[config.mk]
export PLATFORM = sky130hd
export DESIGN_NAME = rr_burst_bus_arbiter
export DESIGN_NICKNAME = d
export VERILOG_FILES = /design/src/rtl/rr_burst_bus_arbiter.sv
export SDC_FILE = /design/constraint.sdc
export NUM_CORES = 1
export LEC_CHECK = 0
export CAP_MARGIN = 25
export CORE_AREA = 2 2 45 63
export DETAILED_ROUTE_END_ITERATION = 6
export DIE_AREA = 0 0 47 65
export GPL_ROUTABILITY_DRIVEN = 1
export PLACE_DENSITY = 0.88
export SLEW_MARGIN = 20
export SYNTH_ARGS = -nofsm -noshare
export SYNTH_HDL_FRONTEND = slang
export SYNTH_SLANG_ARGS = --single-unit
[constraint.sdc]
create_clock -name clk -period 4.7 [get_ports clk]
set_input_delay 0.705 -clock clk [delete_from_list [all_inputs] [get_ports clk]]
set_output_delay 0.705 -clock clk [all_outputs]
set_load 0.005 [all_outputs]
[src/rtl/rr_burst_bus_arbiter.sv]
// Purpose : round-robin arbiter for NREQ bus masters with burst data-phase control and stall abort.
// Latency : grant/frame rise one cycle after a request is sampled in IDLE; one idle cycle between bursts.
// Backpress: dbusy_n=0 stalls the current beat; TIMEOUT consecutive stalled cycles abort with time_out.
//
// Ports:
//   clk, reset_n        clock, asynchronous active-low reset
//   req[NREQ]           level requests, one per master
//   req_len[NREQ*LEN_W] per-master burst length minus 1, field i at [i*LEN_W +: LEN_W]
//   dbusy_n             target ready (0 = busy, beat stalls)
//   grant[NREQ]         registered one-hot grant
//   frame               burst in progress
//   dbus_enb            beat transfers this cycle
//   data_last           current beat is the final beat
//   time_out            one-cycle pulse when a stalled burst is aborted
//   beat_cnt            index of the current beat
module rr_burst_bus_arbiter #(
   parameter int NREQ      = 4,
   parameter int MAX_BURST = 16,
   parameter int TIMEOUT   = 8,
   parameter int LEN_W     = $clog2(MAX_BURST)
) (
   input  logic                  clk,
   input  logic                  reset_n,
   input  logic [NREQ-1:0]       req,
   input  logic [NREQ*LEN_W-1:0] req_len,
   input  logic                  dbusy_n,
   output logic [NREQ-1:0]       grant,
   output logic                  frame,
   output logic                  dbus_enb,
   output logic                  data_last,
   output logic                  time_out,
   output logic [LEN_W-1:0]      beat_cnt
);

   localparam int IW = $clog2(NREQ);
   localparam int BW = $clog2(TIMEOUT + 1);

   typedef enum logic [0:0] {IDLE, XFR} state_t;

   state_t            state_q, state_d;
   logic [NREQ-1:0]   grant_q, grant_d;
   logic [LEN_W-1:0]  len_q, len_d;
   logic [LEN_W-1:0]  beat_q, beat_d;
   logic [BW-1:0]     busy_q, busy_d;
   logic [IW-1:0]     last_q, last_d;
   logic              tout_q, tout_d;

   logic [IW-1:0]     win;
   logic [IW-1:0]     idx;
   logic              found;
   logic [LEN_W-1:0]  sel_len;

   // Rotating priority: scan from the master after the last winner, wrapping.
   always_comb begin
      win   = last_q;
      idx   = '0;
      found = 1'b0;
      for (int i = 1; i <= NREQ; i++) begin
         idx = IW'((int'(last_q) + i) % NREQ);
         if (!found && req[idx]) begin
            win   = idx;
            found = 1'b1;
         end
      end
   end

   always_comb begin
      sel_len = '0;
      for (int i = 0; i < NREQ; i++) begin
         if (win == IW'(i)) sel_len = req_len[i*LEN_W +: LEN_W];
      end
   end

   always_comb begin
      state_d = state_q;
      grant_d = grant_q;
      len_d   = len_q;
      beat_d  = beat_q;
      busy_d  = busy_q;
      last_d  = last_q;
      tout_d  = 1'b0;
      case (state_q)
         IDLE: begin
            if (found) begin
               state_d      = XFR;
               grant_d      = '0;
               grant_d[win] = 1'b1;
               len_d        = sel_len;
               beat_d       = '0;
               busy_d       = '0;
               last_d       = win;
            end
         end
         XFR: begin
            if (!dbusy_n) begin
               // Stall counting is independent of the beat index, so a stall
               // on the final beat still waits the full TIMEOUT cycles.
               if (busy_q == BW'(TIMEOUT - 1)) begin
                  state_d = IDLE;
                  grant_d = '0;
                  beat_d  = '0;
                  busy_d  = '0;
                  tout_d  = 1'b1;
               end else begin
                  busy_d = busy_q + BW'(1);
               end
            end else begin
               busy_d = '0;
               if (beat_q == len_q) begin
                  state_d = IDLE;
                  grant_d = '0;
                  beat_d  = '0;
               end else begin
                  beat_d = beat_q + LEN_W'(1);
               end
            end
         end
         default: begin
            state_d = IDLE;
            grant_d = '0;
         end
      endcase
   end

   always_ff @(posedge clk or negedge reset_n) begin
      if (!reset_n) begin
         state_q <= IDLE;
         grant_q <= '0;
         len_q   <= '0;
         beat_q  <= '0;
         busy_q  <= '0;
         last_q  <= IW'(NREQ - 1);
         tout_q  <= 1'b0;
      end else begin
         state_q <= state_d;
         grant_q <= grant_d;
         len_q   <= len_d;
         beat_q  <= beat_d;
         busy_q  <= busy_d;
         last_q  <= last_d;
         tout_q  <= tout_d;
      end
   end

   assign grant     = grant_q;
   assign frame     = (state_q == XFR);
   assign dbus_enb  = frame & dbusy_n;
   assign data_last = frame & (beat_q == len_q);
   assign time_out  = tout_q;
   assign beat_cnt  = beat_q;

endmodule

# == Word-level counts from Yosys, hierarchy flattened ==
# Index checks and enable logic that the tools add are counted.
# W data, S select, Z words.
# word_totals
regBits,20
input_bits,23
elab_cells,83
# op_classes
n_addsub,6
n_lt_le_gt_ge,6
eq_ne,8
muxes,42
bitwise_logic,3
reduce_logical,11
# op_table
cell,n
$mux W4,13
$pmux W4 S2,3
$mux W1,16
$lt A2 B3 Y1 const B,5
$add A4 B1 Y4 const B,2
$bmux W1 S2,4
$mux W2,4
$ne A3 B2 Y1 const B,2
$add A2 B1 Y2 const B,2
$add A2 B2 Y2 const B,2
$eq A2 B2 Y1 const B,2
$eq A4 B3 Y1 const B,1
$eq A4 B4 Y1,1
$logic_and A1 B1 Y1,4
$reduce_and A2 Y1,2
$logic_not A1 Y1,3
$reduce_and A3 Y1,1
$and A1 B1 Y1,2
$demux W1 S2,1
$eq A2 B1 Y1 const B,1
$ge A2 B1 Y1 const B,1
$logic_not A2 Y1,1
$ne A2 B2 Y1 const B,1
$pmux W1 S2,1
$not A1 Y1,1

# == Longest topological paths before layout ==
# Gate-level depths: netlist (run 1).
# logic_depth
ltp_word,19
depth_mapped,6
ltp_nobuf,6

# == Least setup slack after synthesis (run 1) ==
# Ideal clock, no wire load.
# synth_path
path_type,input-to-reg
from,input req[3]
to,register len_q[0]
setup_time_ns,0.138
t_arrival_ns,1.643
path_slack_ns,2.919
path_stages,6
path_buffers,2
path_cell_list,nor4_2 or2_0 buf_2 or2_1 buf_6 o221ai_1
# synth_via
elab_chain_cells,17
word_cells_on_any_way,31
cone_classes,eq/ne: 3; mux: 20; reduce/logical: 8
# synth_lines
element,line_no,text
"start, declared",24,"input logic [NREQ-1:0] req,"
$bmux W1 S2,60,if (!found && req[idx]) begin
$mux W1 (implied by the code),60,
$mux W1,60,
$logic_not A1 Y1,60,
$logic_and A1 B1 Y1,60,
$mux W1,60,
$logic_not A1 Y1,60,
$logic_and A1 B1 Y1,60,
$mux W1,60,
$logic_not A1 Y1,60,
$logic_and A1 B1 Y1,60,
$mux W2,60,
$logic_not A2 Y1,70,if (win == IW'(i)) sel_len = req_len[i*LEN_W +: LEN_W];
$mux W4 (4 in series),70,
"end signal, assigned",137,len_q <= len_d;
"end, declared",42,"logic [LEN_W-1:0] len_q, len_d;"
# Parallel ways exist; a longest one is shown, timed or not. The select of a mux whose other input is x is not followed.
# A chain may end at the register's enable or synchronous reset.

# == Worst setup path in the final report (run 1) ==
# layout_path
from,register beat_q[0] (netlist: beat_cnt[0])
to,output data_last
# layout_via
elab_chain_cells,2
# layout_lines
element,line_no,text
"start, declared",43,"logic [LEN_W-1:0] beat_q, beat_d;"
"start signal, assigned",138,beat_q <= beat_d;
$eq A4 B4 Y1,148,assign data_last = frame & (beat_q == len_q);
$and A1 B1 Y1,148,
"end, declared",30,"output logic data_last,"
# Every way passes these cells.

==> metrics, run 1 <==
outcome finished, final reports clean; GP Congestion between 0.7 and 0.8; Via-to-Cell Ratio around 5.4; nets@finish around 170; top_reg_cell synth dfrtp_1; Post-Syn Area between 1000 and 1500 sq um; fillers 223; crit start category register; core region area approximately 2500 sq um; # Post-CTS Setup Buffers 0; Clk Latency, worst-skew pair ~0.3 ns; Cells after Synth roughly 110; YS warnings 0; Final HPWL DP ~2.1 mm; First DRT Iteration DRCs 19; hold bufs inserted after CTS 0; PortBufs 34; Initial Util a little over two fifths; die height between 60 and 70 microns; P_leak roughly 0.67 nW; setup TNS 0 ns; CP Max Fanout 6; area leader, netlist dfrtp_1; drt first pass iters 4; post-synth net total 130; f_max ~370 MHz; antenna viol nets, final 0; skew final just under 0.008 ns; FF-to-FF setup slack around 2.9 ns; crit path DAT ~2 ns; post-cts sizing count 0; FF+latch count, synth 20; Setup CP Type register to output pin; row cnt 22; CTS Buf Count 3; Synth area leaders dfrtp_1 (41%), mux2i_1 (8.2%), xor2_1 (5.6%); # setup viols final 0; initial antenna violation count 0; io pins 35; DIE AREA ~3100 sq um; minimum clock period between 2 and 3 ns; sequential-to-total area share from yosys stat a little under half; vias in the first global route about 970; Post-synth EDFFs 0; TritonCTS clock tree built; Die X 47 microns; final wirelength 2.64 mm; total track usage approximately a fifth; worst endpoint required time 3.99 ns; Max-cap violations 0; Clock Pin Slew Worst Setup and Hold Paths between 0.1 and 0.15 ns; RSZ-0062 raised after global routing no; worst IR drop on VDD 0.293 mV; Yosys cell types 35; Tcrit/Tclk final approximately three fifths; H-tree depth 1; top cell type's share of synthesized area 41.2%; ys async rst share 100%; Syn Area/Cell between 10 and 15 sq um; clk buf depth 2; number of remaining DRC errors 0; # clock sinks 20; Hold Path Class register to register; Final Max Slew Viols 0; Power per Cell Area 496 nW/um^2; Hold Path Cell Cnt 1; grt total ovfl 0; Final Non-Filler Cells roughly 180; placed instance count between 150 and 200; PnR Total Power between 700 and 800 uW; Final Hold Viols 0; synthesis-to-layout area growth 36.1%; DR WL/cell about 15 microns; Least-Margin Pin Slew 0.893 ns; Reg2Reg Depth 5; pin count of the biggest net entering global routing 21; Worst Setup End Kind output pin; Worst slew margin between 40% and 50%; share of layout cells above drive strength 1 7.86%; routed via count 949; first-pass GRT wire length between 4 and 5 mm; Root Driver clkbuf_4; n_diodes 0
-- sequential cells by signal, indices dropped and copies added, names as in the netlist --
register,flops
time_out,1
last_q,2
busy_q,4
beat_cnt,4
frame,1
len_q,4
grant,4
-- where the power goes --
part | internal [mW] | leakage [nW] | switching [mW]
logic | 0.178 | 0.394 | 0.161
registers | 0.237 | 0.257 | 0.0625
clock network | 0.0472 | 0.0210 | 0.0510
total | 0.463 | 0.672 | 0.275
-- area by class of cell --
type	instances	area (sq um)	share of cell area, %
Clock buffer	4	36.3	2.44
Inverter	6	22.5	1.52
Multi-Input combinational cell	76	539	36.3
Sequential cell	20	503	33.8
Tap cell	36	45.0	3.03
Timing Repair Buffer	34	340	22.9
-- routing by layer --
metal	track usage, %	vias to the layer above	share of wire [%]
met5	0	-	0
met4	6.60	0	1.5
met3	2.79	4	4.7
met2	32.7	29	52
met1	24.6	466	42
li1	-	450	-
-- final timing paths --
path	start	end
worst min register to register	busy_q[3]	busy_q[3]
min in group asynchronous	reset_n	len_q[3]
worst min-delay path	busy_q[3]	busy_q[3]
worst max-delay path	beat_cnt[0]	data_last
worst max register to register	beat_cnt[0]	grant[2]
max in group asynchronous	reset_n	busy_q[2]
-- cell usage in the layout, fill, tap and decap left out, drive strengths merged --
cell type,Yosys,final
a22oi,2,2
dfstp,2,2
nor3,2,2
and3,1,1
clkdlybuf4s50,0,34
dfrtp,18,18
nand2,14,14
a21oi,4,4
o21ai,5,5
nor4,2,2
ha,2,2
a31oi,1,1
o221ai,4,4
o31ai,1,1
nand4,1,1
and2,3,3
a21o,1,1
a22o,2,2
o221a,1,1
nor2b,1,1
o2bb2ai,4,4
nand2b,1,1
clkbuf,0,4
xor2,7,7
mux2i,9,9
nor2,2,2
or2,2,2
nand3b,1,1
inv,6,6
nand3,3,3
-- per-stage QoR --
step                      utilization (%)  worst slack [ns]  area (sq um)  hold WS (ns)
after floorplan                         -              2.92          1090         0.409
after global placement               57.3              2.16          1450         0.456
after detailed placement             57.3              2.07          1450         0.479
after CTS                            58.7              1.95          1490         0.508
after global routing                 58.7              1.83          1490         0.531
final                                58.7              1.97          1490         0.507
-- synth_stat cells, types with 2 or more instances --
library cell   n
o21ai_0        5
dfstp_2        2
ha_1           2
o221ai_1       4
dfrtp_1       18
o2bb2ai_1      4
xor2_1         7
nor3_1         2
nand3_1        3
a21oi_1        4
buf_6          2
mux2i_1        9
nand2_1       14
inv_1          5
nor2_1         2
a22o_1         2
and2_1         2
-- worst max-delay path, stage by stage (launching register included) --
cell	delay, ns
dfrtp_1	0.47
xor2_1	0.17
nor4_1	0.40
and2_1	0.19
clkdlybuf4s50_1	0.50
-- cells by family (layout without fill, tap and decap cells) --
| family | Yosys count | in the layout | share of synthesized area [%] |
|---|---|---|---|
| AOI/OAI and AO/OA | 25 | 25 | 17.8 |
| and+or+nand+nor | 33 | 33 | 15.5 |
| adders and majority gates | 2 | 2 | 2.29 |
| DFF | 20 | 20 | 46.0 |
| muxes | 9 | 9 | 8.25 |
| xor gates and xnor gates | 7 | 7 | 5.61 |
| buffers and inverters | 9 | 44 | 4.58 |
(Power assumes the default switching activity.)
==> run 2, diff against run 1 <==
--- a/config.mk
+++ b/config.mk
@@ -6,11 +6,11 @@
 export NUM_CORES = 1
 export LEC_CHECK = 0
 export CAP_MARGIN = 25
-export CORE_AREA = 2 2 45 63
+export CORE_AREA = 2 2 45 64
 export DETAILED_ROUTE_END_ITERATION = 6
-export DIE_AREA = 0 0 47 65
+export DIE_AREA = 0 0 47 66
 export GPL_ROUTABILITY_DRIVEN = 1
-export PLACE_DENSITY = 0.88
+export PLACE_DENSITY = 0.87
 export SLEW_MARGIN = 20
 export SYNTH_ARGS = -nofsm -noshare
 export SYNTH_HDL_FRONTEND = slang
==> constraint.sdc (replaced) <==
create_clock -name clk -period 2.6 [get_ports clk]
set_input_delay 0.39 -clock clk [delete_from_list [all_inputs] [get_ports clk]]
set_output_delay 0.39 -clock clk [all_outputs]
set_load 0.005 [all_outputs]
==> metrics, run 2 (synthesis results as in run 1) <==
outcome finished, final reports clean (unchanged); met2 wire length 1.39 mm (was 1.37 mm); Setup CP Type register to output pin (unchanged); n_diodes 0 (unchanged); metal3 WL 105 microns (was 125 microns); RSZ-0062 raised after global routing no (unchanged); Worst Setup End Kind output pin (unchanged); routed via count 937 (was 949); TritonCTS clock tree built (unchanged); H-tree depth 1 (unchanged); die height 66 microns (was 65 microns); DIE AREA 3100 sq um (was 3060 sq um); Hold Path Class register to register (unchanged); total track usage 17.8% (was 19.5%); PortBufs 34 (unchanged); core region area 2530 sq um (unchanged); most frequent cells in the layout clkdlybuf4s50_1 (34), dfrtp_1 (18), nand2_1 (14), mux2i_1 (9), xor2_1 (7) (unchanged); WP buf/inv 1 (unchanged); Initial Util 43.1% (unchanged); CTS Buf Count 3 (unchanged); grt total ovfl 0 (unchanged); Least-Margin Pin Slew 0.862 ns (was 0.893 ns); antenna viol nets, final 0 (unchanged); skew final 0.00518 ns (was 0.00773 ns); First DRT Iteration DRCs 17 (was 19); Final Max Slew Viols 0 (unchanged); clk buf depth 2 (unchanged); Max-cap violations 0 (unchanged); final wirelength 2.58 mm (was 2.64 mm); f_max 428 MHz; # clock sinks 20 (unchanged); number of remaining DRC errors 0 (unchanged); nets@finish 166 (unchanged); Final HPWL DP 2.05 mm (was 2.08 mm); synthesis-to-layout area growth 36.1% (unchanged); CP max stage delay 0.50 ns (about the same); hold bufs inserted after CTS 0 (unchanged); io pins 35 (unchanged); post-cts sizing count 0 (unchanged); most common cell after layout, fill and taps aside clkdlybuf4s50_1 (unchanged); share of layout cells above drive strength 1 7.86% (unchanged); Clock Pin Slew Worst Setup and Hold Paths 0.11 ns (about the same); Via-to-Cell Ratio 5.32 (was 5.39); Power per Cell Area 895 nW/um^2 (was 496 nW/um^2); pin count of the biggest net entering global routing 21 (unchanged); minimum clock period roughly 2.3 ns; first-pass GRT wire length 3.96 mm (was 4.31 mm); crit path DAT 1.95 ns (was 2.03 ns); DR WL/cell 14.7 microns (was 15.0 microns); Final Hold Viols 0 (unchanged); CP cell instances xor2_1 > nor4_1 > and2_1 > clkdlybuf4s50_1 (unchanged); CP max-delay cell clkdlybuf4s50_1 (unchanged); PnR Total Power 1.33 mW (was 737 uW); Clk Latency, worst-skew pair 0.30 ns (about the same); DRT met1 WL 1.06 mm (was 1.10 mm); P_leak 0.672 nW (unchanged); Root Driver clkbuf_4 (unchanged); dpl cell area 1450 sq um (unchanged); initial antenna violation count 0 (unchanged); # setup viols final 0 (unchanged); CP delay by family, top simple AND/OR/NAND/NOR gates (unchanged); Final Cell Area 1490 sq um (unchanged); drt first pass iters 4 (unchanged); top sig layer met4 (unchanged); # Post-CTS Setup Buffers 0 (unchanged); CP Max Fanout 6 (unchanged); Worst slew margin 42.3% (was 40.3%); crit start category register (unchanged); worst endpoint required time 2.21 ns (was 3.99 ns); Tcrit/Tclk final roughly nine tenths; row cnt 22 (unchanged); setup TNS 0 ns (unchanged); Die X 47 microns (unchanged); GP Congestion 0.803 (was 0.769); vias in the first global route 921 (was 972); worst IR drop on VDD 0.456 mV (was 0.293 mV)
## run 2: power by group
| part | leakage [nW] | internal (mW) | total, mW | switching, mW |
|---|---|---|---|---|
| logic | 0.394 | 0.322 | 0.612 | 0.291 |
| registers | 0.257 | 0.429 | 0.537 | 0.108 |
| clock network | 0.0210 | 0.0855 | 0.181 | 0.0953 |
## run 2: final cells by class
type	count	area, sq um
tap	36	45.0
multi-input combinational	76	539
fill	211	1050
timing repair buffer	34	340
sequential	20	503
clock buffer	4	36.3
inverter	6	22.5
## run 2: final timing paths
check	endpoint	slack, ns	cells after the start	startpoint
max	data_last	0.26	4	beat_cnt[0]
min	busy_q[3]	0.50	1	busy_q[3]
max reg2reg	len_q[1]	0.82	5	last_q[1]
min reg2reg	busy_q[3]	0.50	1	busy_q[3]
max in group asynchronous	len_q[3]	1.51	1	reset_n
min in group asynchronous	frame	0.57	1	reset_n
## run 2: layer usage
layer	track usage (%)	up-vias
met5	0	-
met2	31.3	28
met3	3.28	5
met4	6.25	0
met1	20.4	454
li1	-	450
## run 2: metrics by stage
step,util [%],hold WS [ns],setup WS [ns],instances
after floorplan,-,0.0944,1.02,105
after global placement,57.3,0.455,0.443,172
after detailed placement,57.3,0.473,0.279,172
after CTS,58.7,0.491,0.236,176
after global routing,58.7,0.518,0.130,176
final,58.7,0.496,0.261,176
